## config.mk

```make
export PLATFORM = sky130hd
export DESIGN_NAME = mux4x1_rr_arb
export DESIGN_NICKNAME = d
export VERILOG_FILES = /design/src/rtl/mux4x1_rr_arb.sv
export SDC_FILE = /design/constraint.sdc
export NUM_CORES = 1
export LEC_CHECK = 0
export ABC_AREA = 1
export BUFFER_PORTS_ARGS = -buffer_cell sky130_fd_sc_hd__buf_2
export CAP_MARGIN = 5
export CORE_MARGIN = 2
export CORE_UTILIZATION = 55
export DETAILED_ROUTE_END_ITERATION = 12
export GPL_TIMING_DRIVEN = 0
export PLACE_DENSITY = 0.77
export SYNTH_ARGS = -nofsm -noshare
export SYNTH_HDL_FRONTEND = slang
export SYNTH_SLANG_ARGS = --single-unit
```

## constraint.sdc

```tcl
create_clock -name clk -period 2.35 [get_ports clk]
set_input_delay 0.1175 -clock clk [delete_from_list [all_inputs] [get_ports clk]]
set_output_delay 0.1175 -clock clk [all_outputs]
set_load 0.03 [all_outputs]
```

## src/rtl/mux4x1_rr_arb.sv

```systemverilog
// Round-robin owner selection for a shared 4:1 mux, with hold timeout
// and a registered copy of the selected data bit.
`timescale 1ns/1ps
module mux4x1_rr_arb #(
  parameter int unsigned MAX_HOLD = 8
) (
  input  logic       clk,
  input  logic       rst,
  input  logic [3:0] req,
  input  logic [3:0] i,
  output logic [3:0] gnt,
  output logic       s1,
  output logic       s0,
  output logic       busy,
  output logic       y,
  output logic       vld
);

  typedef enum logic {
    IDLE,
    GRANT
  } state_t;

  localparam logic [7:0] HOLD_LAST = 8'(MAX_HOLD - 1);

  state_t     state;
  logic [1:0] ptr;
  logic [1:0] owner;
  logic [7:0] cnt;

  logic       rel;
  logic       take;
  logic [1:0] start;
  logic [2:0] cand;

  // {found, index}: first set bit at or after start, wrapping 3->0
  function automatic logic [2:0] pick(
    input logic [3:0] r,
    input logic [1:0] st
  );
    logic [2:0] res;
    logic [1:0] k;
    res = '0;
    for (int n = 3; n >= 0; n--) begin
      k = st + 2'(n);
      if (r[k]) res = {1'b1, k};
    end
    return res;
  endfunction

  always_comb begin
    rel   = 1'b0;
    start = ptr;
    if (state == GRANT) begin
      rel   = !req[owner] || (cnt == HOLD_LAST);
      start = owner + 2'd1;
    end
    cand = pick(req, start);
    take = cand[2] && ((state == IDLE) || rel);
  end

  assign busy = |gnt;

  always_ff @(posedge clk) begin
    if (rst) begin
      state    <= IDLE;
      ptr      <= 2'd0;
      owner    <= 2'd0;
      cnt      <= 8'd0;
      gnt      <= 4'b0000;
      {s1, s0} <= 2'b11;
      y        <= 1'b0;
      vld      <= 1'b0;
    end else begin
      vld <= busy;
      if (busy) y <= i[owner];
      // select code 3-k is the bitwise inverse of k
      if (take) begin
        state    <= GRANT;
        owner    <= cand[1:0];
        gnt      <= 4'b0001 << cand[1:0];
        {s1, s0} <= ~cand[1:0];
        ptr      <= cand[1:0] + 2'd1;
        cnt      <= 8'd0;
      end else if (state == GRANT) begin
        if (rel) begin
          state <= IDLE;
          gnt   <= 4'b0000;
          cnt   <= 8'd0;
        end else begin
          cnt <= cnt + 8'd1;
        end
      end
    end
  end

endmodule

```

==> flow_summary.ini <==
[pwr]
sw_frac_of_total_pct = 50.6
p_per_area_nw_per_um2 = 1200
ir_drop_uv = 1340
p_clk_share_pct = 9.8
power_switching_mw = 0.867
power.leakage_nw = 0.694
internal-power_mw = 0.848
p_seq_share_pct = 30.4
power_frac_comb_pct = 59.8

[floorplanning]
rows = 17
core_um2 = 2210
ios = 19
start_util_pct = 57.8
dieArea_um2 = 2730
fp.dieW_um = 52.2
die_h_um = 52.2

[yosys]
netlist_area_um2 = 1280
yosys_warnings = 0
synth_cell_type_count = 28
synth_seq_area_share_pct = 32.9
syn_inst = 181
syn_nets = 192
avgSynthCellArea_um2 = 7.06
ys_seq_elements = 21

[layout]
fin_cells = 230
utilization_pct = 64.4
multiInputGateArea_um2 = 746
seqCellArea_um2 = 420
layout_common_cells = 38 x nand2_1, 21 x dfxtp_1, 20 x inv_1, 20 x nand3_1, 17 x buf_2
syn2layout_area_growth_pct = 11.4
final_common_cell = nand2_1
layout.nets = 214
diodes = 0
fillers = 208
drive_gt1_share_pct = 27.7

[placed_design]
post-dp-hpwl_mm = 2.13
gp_congestion = 0.924
placement.io_buffers = 17
placedCellCount = 226

[global_routing]
grt_overflow = 0
grt_use_total_pct = 22.1
antenna_found_initial = 0
grt_pass1_vias = 1155
grt_max_degree = 12
grt_pass1_wl_mm = 4.57

[run_status]
outcome = finished, final reports clean

[clocking]
clock-sinks = 21
cts-root-buf = clkbuf_4
cts_setup_buffers = 0
numCtsBuffers = 3
cts_resized = 0
cts_buffer_depth = 2
clkTransAtPathRegs_ns = 0.11
htree_levels = 1
cts_tree = yes
clk_latency_ns = 0.29
hold_buffers = 0

[timing]
skew_ns = 0.00177
rsz0062_at_grt = no
slew_violations = 0
relSlewSlack_pct = 68.2
fin_crit_sh_pct = 77.5
finalCriticalPeriod_ns = 1.82
finalHoldViolCount = 0
fin_setup_tns_ns = 0
fmax_ghz = 0.549
tightest_slew_ns = 0.473
setup_violations = 0

[drt]
drt_iter0_drc = 45
drt_wl_total_mm = 2.62
dr.pass1.iters = 4
drcViolationCount = 0
post_drt_wl_per_cell_um = 11.4
ant_nets = 0
vias = 1227
vias_per_cell = 5.33

[min_path]
min_to = gnt[1]$_SDFFE_PP0P_
min-delay-start = rst
worstHoldPathCells = 2
hold_class = input pin to register

[critical_path]
critPathRequiredTime_ns = 2.55
worst_ep_arrival_time_ns = 2.02
reg2reg_depth = 15
r2r_setup_slack_ns = 0.53
startpoint_type = register
worst_setup_path_end_kind = register
rr_endpoint = owner[0]$_SDFFE_PP0P_
rr_startpoint = owner[0]$_SDFFE_PP0P_
crit_fanout = 7
crit_type = register to register

[flow_run]
max-cap-violations = 0
[state kept, by name, summed over array words and instances, names as in the netlist]
name / count
cnt: 8
vld: 1
gnt: 4
owner: 2
ptr: 2
s0: 1
state: 1
y: 1
s1: 1
[routing by layer]
layer	part of all wire [%]	global-route usage, %
met4	1.1	5.13
met2	50	40.9
met1	44	25.9
met5	0	0
met3	5.0	4.29
[power by group through the flow]
| stage | Sequential [mW] | Clock, mW | Combinational, mW |
|---|---|---|---|
| 2_1_floorplan | 0.629 | 0 | 0.697 |
| 3_3_place_gp | 0.523 | 0 | 0.988 |
| 3_5_place_dp | 0.527 | 0 | 1.02 |
| 4_1_cts | 0.520 | 0.173 | 1.02 |
| 5_1_grt | 0.531 | 0.182 | 1.14 |
| 6_report | 0.522 | 0.168 | 1.02 |
[through the flow]
step | area, um^2 | hold slack (ns) | worst slack, ns | total power, mW
floorplan | 1280 | 0.335 | 0.812 | 1.33
global placement | 1400 | 0.357 | 0.633 | 1.51
detailed placement | 1400 | 0.359 | 0.565 | 1.55
CTS | 1430 | 0.0329 | 0.551 | 1.72
global route | 1430 | 0.0451 | 0.369 | 1.85
finish | 1430 | 0.0433 | 0.528 | 1.71
[worst max path at each step]
stage | startpoint | endpoint | slack, ns
2_1_floorplan | state$_SDFF_PP0_ | ptr[1]$_SDFFE_PP0P_ | 0.81
3_3_place_gp | cnt[1]$_SDFFE_PP0P_ | owner[1]$_SDFFE_PP0P_ | 0.63
3_5_place_dp | owner[0]$_SDFFE_PP0P_ | owner[0]$_SDFFE_PP0P_ | 0.57
4_1_cts | owner[0]$_SDFFE_PP0P_ | owner[0]$_SDFFE_PP0P_ | 0.55
5_1_grt | owner[0]$_SDFFE_PP0P_ | owner[0]$_SDFFE_PP0P_ | 0.37
6_report | owner[0]$_SDFFE_PP0P_ | owner[0]$_SDFFE_PP0P_ | 0.53
[cell families (layout without fill, tap and decap cells)]
logic type                 Yosys count  count (layout)  share of synthesized area (%)
AOI/OAI and AO/OA                   22              22                           10.4
xor gates and xnor gates             3               3                           2.06
adders and majority gates            1               1                          0.978
buffers and inverters               27              48                           8.81
DFF                                 21              21                           32.9
and+or+nand+nor                    107             107                           44.9
[Yosys cell counts]
cell      count  area (um^2)
nor4_1        2         12.5
inv_1        20         75.1
nor2_1       16         60.1
nand3_2       4         40.0
ha_1          1         12.5
nand2_1      38          143
or2_4         1         8.76
nand4_1       2         12.5
buf_6         1         11.3
nor3b_2       3         37.5
nor3_2        2         20.0
buf_4         1         7.51
o22ai_1       1         6.26
inv_2         5         18.8
nand2_2      13         81.3
o21ai_0       7         35.0
nor3_1        1         5.00
o211ai_1      1         7.51
nor2_4        1         11.3
dfxtp_1      21          420
o21ai_1       2         10.0
and2_4        1         8.76
a21oi_1       8         40.0
o21bai_1      2         15.0
xor2_1        3         26.3
nand2_4       3         33.8
nand3_1      20          100
o21bai_4      1         18.8
[cell type report]
type / instances / area share, %
flip-flops and latches: 21 / 29.5
plain buffers: 2 / 1.32
inverters: 25 / 6.58
clock buffers: 4 / 1.84
well taps: 28 / 2.46
multi-input cells: 133 / 52.3
repair buffers: 17 / 5.97
[worst max-delay path, stage by stage (launching register included)]
cell,delay [ns]
dfxtp_1,0.49
inv_2,0.12
nand2_2,0.11
nand2_4,0.09
nand2_1,0.08
nand2_2,0.07
inv_2,0.07
nand3_2,0.08
nand3_1,0.09
nand2_1,0.05
nand2_1,0.10
nand2_2,0.09
inv_2,0.06
nand2_2,0.07
o211ai_1,0.10
inv_1,0.06
Power figures use the tool's default switching activity.
